File: src/rtl/regfile_multiport_if.sv
// ---------------------------------------------------------------------------
// regfile_multiport_if
//   Bundles the register-file access signals between the decode/writeback
//   side (master) and the register file (slave).
//
//   Signals:
//     ready        slave->master  array cleared, writes accepted
//     wr_en        master->slave  per-port write enable        [NWR]
//     wr_addr      master->slave  write addresses              [NWR][AW]
//     wr_data      master->slave  write data                   [NWR][XLEN]
//     rd_addr      master->slave  read addresses               [NRD][AW]
//     rd_data      slave->master  read data (combinational)    [NRD][XLEN]
//     rd_busy      slave->master  scoreboard bit of rd_addr    [NRD]
//     sb_set_en    master->slave  mark sb_set_addr pending
//     sb_set_addr  master->slave  destination of issuing instruction
// ---------------------------------------------------------------------------
interface regfile_multiport_if #(
  parameter int XLEN  = 32,
  parameter int NREGS = 32,
  parameter int NRD   = 2,
  parameter int NWR   = 2
);
  localparam int AW = $clog2(NREGS);

  logic                           ready;
  logic [NWR-1:0]                 wr_en;
  logic [NWR-1:0][AW-1:0]         wr_addr;
  logic [NWR-1:0][XLEN-1:0]       wr_data;
  logic [NRD-1:0][AW-1:0]         rd_addr;
  logic [NRD-1:0][XLEN-1:0]       rd_data;
  logic [NRD-1:0]                 rd_busy;
  logic                           sb_set_en;
  logic [AW-1:0]                  sb_set_addr;

  modport master (
    input  ready, rd_data, rd_busy,
    output wr_en, wr_addr, wr_data, rd_addr, sb_set_en, sb_set_addr
  );

  modport slave (
    output ready, rd_data, rd_busy,
    input  wr_en, wr_addr, wr_data, rd_addr, sb_set_en, sb_set_addr
  );
endinterface

File: src/rtl/regfile_multiport.sv
// ---------------------------------------------------------------------------
// regfile_multiport
//   NRD-read / NWR-write integer register file with a pending-write
//   scoreboard and a post-reset clear engine. Register 0 reads as zero and
//   ignores writes; the scoreboard bit of register 0 is always 0.
//
//   Ports:
//     clk    rising-edge clock
//     reset  synchronous, active-high; restarts the clear sweep
//     bus    regfile_multiport_if.slave (see interface for signal list)
//
//   Behaviour:
//     CLEAR: one register zeroed per edge (idx 1..NREGS-1); writes and
//            scoreboard sets ignored, reads return 0 / not busy.
//     RUN:   writes land on the edge, highest-numbered port wins on an
//            address collision; scoreboard set beats clear on same address.
//
//   Configuration macro:
//     REGFILE_BYPASS_EN  same-cycle write-to-read forwarding of rd_data and
//                        rd_busy (RUN only). Undefined: no forwarding.
// ---------------------------------------------------------------------------
module regfile_multiport #(
  parameter int XLEN  = 32,
  parameter int NREGS = 32,
  parameter int NRD   = 2,
  parameter int NWR   = 2
) (
  input  logic                 clk,
  input  logic                 reset,
  regfile_multiport_if.slave   bus
);
  localparam int            AW       = $clog2(NREGS);
  localparam logic [AW-1:0] LAST_IDX = AW'(NREGS - 1);

  typedef enum logic {S_CLEAR, S_RUN} state_t;

  state_t          state;
  logic [AW-1:0]   clr_idx;
  logic [NREGS-1:0] busy;
  logic [XLEN-1:0] regs [NREGS];

  logic [NRD-1:0][XLEN-1:0] rd_data_c;
  logic [NRD-1:0]           rd_busy_c;

  // Control FSM and scoreboard.
  // NOTE: sequential state is updated with non-blocking assignments so every
  // register samples the pre-edge values regardless of statement order.
  always_ff @(posedge clk) begin
    if (reset) begin
      state   <= S_CLEAR;
      clr_idx <= AW'(1);
      busy    <= '0;
    end else begin
      case (state)
        S_CLEAR: begin
          clr_idx <= clr_idx + 1'b1;
          if (clr_idx == LAST_IDX) state <= S_RUN;
        end
        S_RUN: begin
          // Writeback clears first; a later set to the same address
          // overrides it, so an instruction re-issued to the same
          // destination keeps the bit pending.
          for (int p = 0; p < NWR; p++) begin
            if (bus.wr_en[p]) busy[bus.wr_addr[p]] <= 1'b0;
          end
          if (bus.sb_set_en && bus.sb_set_addr != '0)
            busy[bus.sb_set_addr] <= 1'b1;
        end
        default: state <= S_CLEAR;
      endcase
    end
  end

  // Storage array.
  // NOTE: the array itself has no reset; the clear engine zeroes it one
  // entry per cycle so it can map onto plain RAM/flop arrays without a
  // wide reset fan-out. Unswept entries are hidden by the CLEAR read gating.
  always_ff @(posedge clk) begin
    if (!reset) begin
      if (state == S_CLEAR) begin
        regs[clr_idx] <= '0;
      end else begin
        // Ascending port order: the last assignment to an address wins,
        // giving the highest-numbered port priority on a collision.
        for (int p = 0; p < NWR; p++) begin
          if (bus.wr_en[p] && bus.wr_addr[p] != '0)
            regs[bus.wr_addr[p]] <= bus.wr_data[p];
        end
      end
    end
  end

  // Read ports.
  // NOTE: combinational outputs get a default before any conditional
  // assignment so no path leaves them unassigned (no latch inferred).
  always_comb begin
`ifdef REGFILE_BYPASS_EN
    logic fwd_hit;
    fwd_hit = 1'b0;
`endif
    rd_data_c = '0;
    rd_busy_c = '0;
    for (int r = 0; r < NRD; r++) begin
      if (state == S_RUN && bus.rd_addr[r] != '0) begin
        rd_data_c[r] = regs[bus.rd_addr[r]];
        rd_busy_c[r] = busy[bus.rd_addr[r]];
`ifdef REGFILE_BYPASS_EN
        fwd_hit = 1'b0;
        for (int p = 0; p < NWR; p++) begin
          if (bus.wr_en[p] && bus.wr_addr[p] == bus.rd_addr[r]) begin
            rd_data_c[r] = bus.wr_data[p];
            fwd_hit      = 1'b1;
          end
        end
        // A forwarded write will clear the bit unless a same-cycle issue
        // re-marks the register as pending.
        if (fwd_hit && !(bus.sb_set_en && bus.sb_set_addr == bus.rd_addr[r]))
          rd_busy_c[r] = 1'b0;
`endif
      end
    end
  end

  assign bus.rd_data = rd_data_c;
  assign bus.rd_busy = rd_busy_c;
  assign bus.ready   = (state == S_RUN);

endmodule

File: src/flat_wrapper.sv
// flat-port wrapper written by rule: the top's interface ports become plain ports
module regfile_multiport_flat 
#(
  parameter int XLEN  = 32,
  parameter int NREGS = 32,
  parameter int NRD   = 2,
  parameter int NWR   = 2
)
  (clk, reset, bus_ready, bus_rd_data, bus_rd_busy, bus_wr_en, bus_wr_addr, bus_wr_data, bus_rd_addr, bus_sb_set_en, bus_sb_set_addr);
  regfile_multiport_if #(.XLEN(XLEN), .NREGS(NREGS), .NRD(NRD), .NWR(NWR)) bus_i ();
  input  logic clk;
  input  logic reset;
  output wire logic [$bits(bus_i.ready)-1:0] bus_ready;
  output wire logic [$bits(bus_i.rd_data)-1:0] bus_rd_data;
  output wire logic [$bits(bus_i.rd_busy)-1:0] bus_rd_busy;
  input wire logic [$bits(bus_i.wr_en)-1:0] bus_wr_en;
  input wire logic [$bits(bus_i.wr_addr)-1:0] bus_wr_addr;
  input wire logic [$bits(bus_i.wr_data)-1:0] bus_wr_data;
  input wire logic [$bits(bus_i.rd_addr)-1:0] bus_rd_addr;
  input wire logic [$bits(bus_i.sb_set_en)-1:0] bus_sb_set_en;
  input wire logic [$bits(bus_i.sb_set_addr)-1:0] bus_sb_set_addr;
  assign bus_ready = bus_i.ready;
  assign bus_rd_data = bus_i.rd_data;
  assign bus_rd_busy = bus_i.rd_busy;
  assign bus_i.wr_en = bus_wr_en;
  assign bus_i.wr_addr = bus_wr_addr;
  assign bus_i.wr_data = bus_wr_data;
  assign bus_i.rd_addr = bus_rd_addr;
  assign bus_i.sb_set_en = bus_sb_set_en;
  assign bus_i.sb_set_addr = bus_sb_set_addr;
  regfile_multiport #(.XLEN(XLEN), .NREGS(NREGS), .NRD(NRD), .NWR(NWR)) u_core (.clk(clk), .reset(reset), .bus(bus_i));
endmodule
File: config.mk
export PLATFORM = sky130hd
export DESIGN_NAME = regfile_multiport_flat
export DESIGN_NICKNAME = d
export VERILOG_FILES = /design/src/rtl/regfile_multiport_if.sv /design/src/rtl/regfile_multiport.sv /design/src/flat_wrapper.sv
export SDC_FILE = /design/constraint.sdc
export NUM_CORES = 2
export LEC_CHECK = 0
export CAP_MARGIN = 5
export CORE_MARGIN = 5
export CORE_UTILIZATION = 36
export DETAILED_ROUTE_END_ITERATION = 7
export PLACE_DENSITY_LB_ADDON = 0.12
export SLEW_MARGIN = 20
export SYNTH_ARGS = -nofsm -noshare
export SYNTH_HDL_FRONTEND = slang
export SYNTH_SLANG_ARGS = --single-unit
export TNS_END_PERCENT = 1
File: constraint.sdc
create_clock -name clk -period 4.5 [get_ports clk]
set_input_delay 0.9 -clock clk [delete_from_list [all_inputs] [get_ports clk]]
set_output_delay 0.9 -clock clk [all_outputs]
set_load 0.01 [all_outputs]
# [After elaboration in Yosys (flattened, before gate mapping)]
# Memory sizes are Yosys's and may differ from the RTL's.
# Cells that the tools add are included.
[word_totals] register_bits=38 ram_bits=1024 inputBits=94 out_inout_bits=67 word_cells=70 memories=1
[memory_table] memory="u_core.regs" depth=32 width=32 rd=2 rd_ports_with_merged_regs=0 wr=2 line="regfile_multiport.sv:40" source="logic [XLEN-1:0] regs [NREGS];"
[op_classes] addsub=1 order_cmp=8 n_eq_ne=1 muxes=37 n_bitwise=5 n_reduce_logical=14
[ops] op="2-to-1 mux 32 bit" count=10
[ops] op="bitwise AND 32 bit" count=2
[ops] op="NOT 32 bit" count=2
[ops] op="OR 32 bit" count=1
[ops] op="OR reduction 32 bit" count=1
[ops] op="< comparator 5 x 6 -> 1 bit, second input constant" count=5
[ops] op="nonzero test 5 bit" count=5
[ops] op="2-to-1 mux 1 bit" count=21
[ops] op="demux 1 bit (select 5 bit)" count=3
[ops] op=">= comparator 5 x 1 -> 1 bit, second input constant" count=3
[ops] op="binary-select mux 1 bit (select 5 bit)" count=2
[ops] op="logical AND 1 bit" count=8
[ops] op="adder 5 x 1 -> 5 bit, second input constant" count=1
[ops] op="equality test 5 bit, second input constant" count=1
[ops] op="2-to-1 mux 5 bit" count=1

# [Depth between registers and ports, before layout]
[logic_depth] word_depth=15 depth_mapped=8 ltp_nobuf=5

# [Worst setup path after synthesis]
# No wires, ideal clock.
[synth_path] kind="in2reg" startpoint="input port bus_wr_addr[2]" endpoint="memory u_core.regs[28][0], enable pin" setup_time_ns=0.428 arrival_ns=3.717 t_required_ns=4.072 path_slack_ns=0.355 cell_stages=6 path_buffers=2 path_cell_list="buf_2 -> or3_4 -> o31a_1 -> buf_6 -> o31a_1 -> o21bai_1"
[synth_rtl] element="from (decl)" line="flat_wrapper.sv:17" source="input wire logic [$bits(bus_i.wr_addr)-1:0] bus_wr_addr;"
[synth_rtl] element="to (decl)" line="regfile_multiport.sv:40"

# [Worst setup path in the final report]
[layout_path] startpoint="input port bus_rd_addr[4]" endpoint="output port bus_rd_data[0]"
[layout_via] elab_chain_cells=3 elab_cells_between_ends=4 cone_classes="1 x mux; 2 x reduce/logical; 1 x memory"
[layout_rtl] element="from (decl)" line="flat_wrapper.sv:19" source="input wire logic [$bits(bus_i.rd_addr)-1:0] bus_rd_addr;"
[layout_rtl] element="branches (longest 2 deep; another with memory (32 x 32 bit))"
[layout_rtl] element="2-to-1 mux 32 bit (*)" line="regfile_multiport.sv:104" source="if (state == S_RUN && bus.rd_addr[r] != '0) begin"
[layout_rtl] element="to (decl)" line="flat_wrapper.sv:14" source="output wire logic [$bits(bus_i.rd_data)-1:0] bus_rd_data;"
# Mark *: on every way between the ends.

==> results by group <==
Status
  • Outcome: finished, final reports clean

Synthesis
  • Synth Area in Compound Gates: 0.142
  • Yosys Warn Count: 0
  • Post-synthesis cell count: between 5000 and 6000
  • Xor and xnor area share after synthesis: 0.000285
  • Cell area after synthesis: 0.0614 mm²
  • Commonest cells in the netlist: nand2_1 (1158), edfxtp_1 (1024), o21ai_0 (1013)
  • Post-Syn Nets: ~5700
  • Unique masters post-synth: 58
  • Mux cell area share after synthesis: 0.184
  • EDFF count, synth: 1024
  • Largest family of logic cells by synthesized area: multiplexers
  • Synthesized flop and latch total: 1062
  • Syn_area_per_cell: ~11 µm²
  • Most area-consuming cells after synthesis: edfxtp_1 (50%), mux4_2 (9.5%), mux2i_1 (8.8%), o21ai_0 (8.3%), nand2_1 (7.1%)
  • Post-synth top area cell: edfxtp_1
  • Post-synth top area share: 0.501
  • Post-Synth Adder-Cell Area: 0.000407
  • Count leader, synth: nand2_1
  • Ys async rst share: 0
  • Post-synthesis sequential area ratio: 0.513
  • Top FF cell, synth: edfxtp_1
  • Post-synthesis simple-gate area fraction: 0.109

Routing
  • DR WL/cell: 35.2 µm
  • Top Metal Used: met5
  • ANT nets after route: 0
  • Post-Route M1 WL: roughly 110 mm
  • Initial DRT Pass Iterations: 5
  • Vias: 49400
  • Final WL: 281 mm
  • DR vias/cell: 6.20
  • Met2 wire length: 132 mm
  • DRC viols: 0
  • Metal3 WL: around 23 mm
  • DRT iter0 DRCs: 5906

Global route
  • Number of global-route vias before repair: around 47000
  • Grt ovf: 0
  • Initial antenna violation count: 14
  • Tot GR Track Use: 0.305
  • Largest net degree at the start of global routing: 65
  • First-pass GRT wire length: 384 mm

Die
  • Die width: around 420 µm
  • Number of cell rows: 151
  • IO Pins: 161
  • Initial Utilization: 0.362
  • Die ar.: approximately 0.18 mm²
  • Area of the core: between 0.15 and 0.2 mm²
  • Chip height: 423 µm

CTS
  • CTS tree: done
  • H-tree levels: 4
  • Clock buffer count from CTS: 130
  • Clock Path Buffers: 3
  • CTS root buffer: clkbuf_16
  • Reg clk slew, reported paths: ~60 ps
  • CTS hold repair buffers: 0
  • Sink Count: 1062
  • Skew-Pair Late Insertion Delay: between 700 and 800 ps

Placed design
  • GPL Wtd Cong: 0.887
  • IO Port Bufs: 160
  • DP HPWL: approximately 170 mm

Worst setup path
  • Worst path most repeated cell: clkdlybuf4s50_1
  • Setup crit end kind: output port
  • Type of origin of the critical path: primary input
  • CP max-delay cell: clkdlybuf4s50_1
  • WS Path Type: in -> out
  • Worst Path Arrival: 3570 ps
  • WP buf/inv: 3
  • Max stage delay on crit path: 720 ps
  • CP Cell Sequence: clkdlybuf4s50_1 -> and4b_4 -> buf_12 -> a22oi_1 -> nand4_1 -> clkdlybuf4s50_1
  • CP max FO: 10
  • Worst Path Required: 3600 ps
  • Critical path's top delay family: buffers and inverters

STA
  • Max-slew headroom: 0.264
  • Period minus WS final: between 4000 and 5000 ps
  • Final Hold Fails: 0
  • Fin crit share: 0.992
  • Fmax: 0.224 GHz
  • Final Setup Violations: 0
  • Fin. max-slew vios: 0
  • RSZ-0062 raised after global routing: no
  • Worst Skew: 20.3 ps
  • Worst-Margin Slew: 1100 ps

Final layout
  • Fillers: 15700
  • Nets: 5743
  • Fin util: 0.424
  • Area Overhead vs Synth: 17.0%
  • Share of cells above drive strength 1: 0.163

Run
  • Max-cap violations: 0

Hold path
  • Min-Delay Path Class: reg -> reg

Power and ir drop
  • Final Total Pwr: 23.0 mW
  • Leak pwr: ~23 nW
  • Pwr dens: 320 mW/mm²
  • Maximum VDD drop: roughly 0.23 mV
-- what timing repair did --
item	CTS	global route
endpoints found under the setup margin	56	8
endpoints found under the hold margin	0	0
gates resized for setup	3	8
pin swaps	2	2
buffers inserted	1	10
cloned	1	0
-- routing by layer --
| metal | up-vias | GRT usage |
|---|---|---|
| li1 | 21200 | - |
| met2 | 2751 | 0.498 |
| met3 | 652 | 0.0520 |
| met4 | 6 | 0.151 |
| met5 | - | 0 |
| met1 | 24800 | 0.393 |
-- state kept, by name (all words and copies together) (netlist names) --
name / flops
u_core.regs: 1024
u_core.busy: 32
u_core.clr_idx: 5
u_core.bus.ready: 1
-- final timing paths --
check,start,depth (start not counted),slack [ps],to
worst max-delay path,bus_rd_addr[4],6,30,bus_rd_data[0]
worst min-delay path,u_core.busy[0],1,480,u_core.busy[0]
worst min register to register,u_core.busy[0],1,480,u_core.busy[0]
worst max register to register,u_core.bus.ready,6,1210,u_core.regs[25][5]
-- stage by stage --
step                cell area [µm²]  setup slack, ps  std cells  TNS [ps]  hold slack (ps)
floorplan                     61400              355       5650         0              437
global placement              67700             -161       7721      -330              464
detailed placement            67700             -194       7721      -633              468
CTS                           71800            -13.9       7956     -13.9              476
global route                  71900             10.6       7968         0              496
finish                        71900             34.5       7973         0              482
-- cell type report --
class,count,area [µm²],share of cell area
flip-flops and latches,1062,31500,0.438
inverters,38,143,0.00198
multi-input cells,3877,27400,0.381
clock inverters,62,539,0.00750
clock buffers,171,3520,0.0490
well taps,2218,2780,0.0386
diodes,7,17.5,0.000244
repair buffers,538,5990,0.0833
-- cells by family (layout without fill, tap and decap cells) --
| logic type | Yosys count | in the layout |
|---|---|---|
| flip-flops | 1062 | 1062 |
| AND/OR/NAND/NOR | 1536 | 1536 |
| adder cells (fa/ha/maj) | 2 | 2 |
| multiplexers | 801 | 801 |
| AO/OA/AOI/OAI | 1536 | 1536 |
| other | 0 | 7 |
| XOR/XNOR | 2 | 2 |
| buffers and inverters | 711 | 809 |
-- layout by cell type, fill, tap and decap left out, types with 35 or more instances in the layout --
| cell | instances |
|---|---|
| a22oi_1 | 274 |
| nand3_1 | 135 |
| buf_12 | 122 |
| clkdlybuf4s50_1 | 136 |
| mux4_2 | 260 |
| clkbuf_16 | 135 |
| edfxtp_1 | 1024 |
| buf_4 | 257 |
| a21oi_1 | 110 |
| clkbuf_1 | 35 |
| nand4_1 | 67 |
| mux2i_1 | 539 |
| o21ai_0 | 1013 |
| nand2_1 | 1158 |
| dfxtp_1 | 37 |
| a31oi_1 | 44 |
| and3_1 | 38 |
| inv_1 | 38 |
-- where the power goes --
group / switching [mW] / internal, mW / leakage [nW] / total, mW
logic: 1.14 / 0.666 / 13.0 / 1.80
registers: 0.0573 / 10.8 / 8.31 / 10.9
clock network: 4.42 / 5.92 / 1.97 / 10.3
total: 5.61 / 17.4 / 23.2 / 23.0
Note: power is estimated with default switching activity, not from simulation.
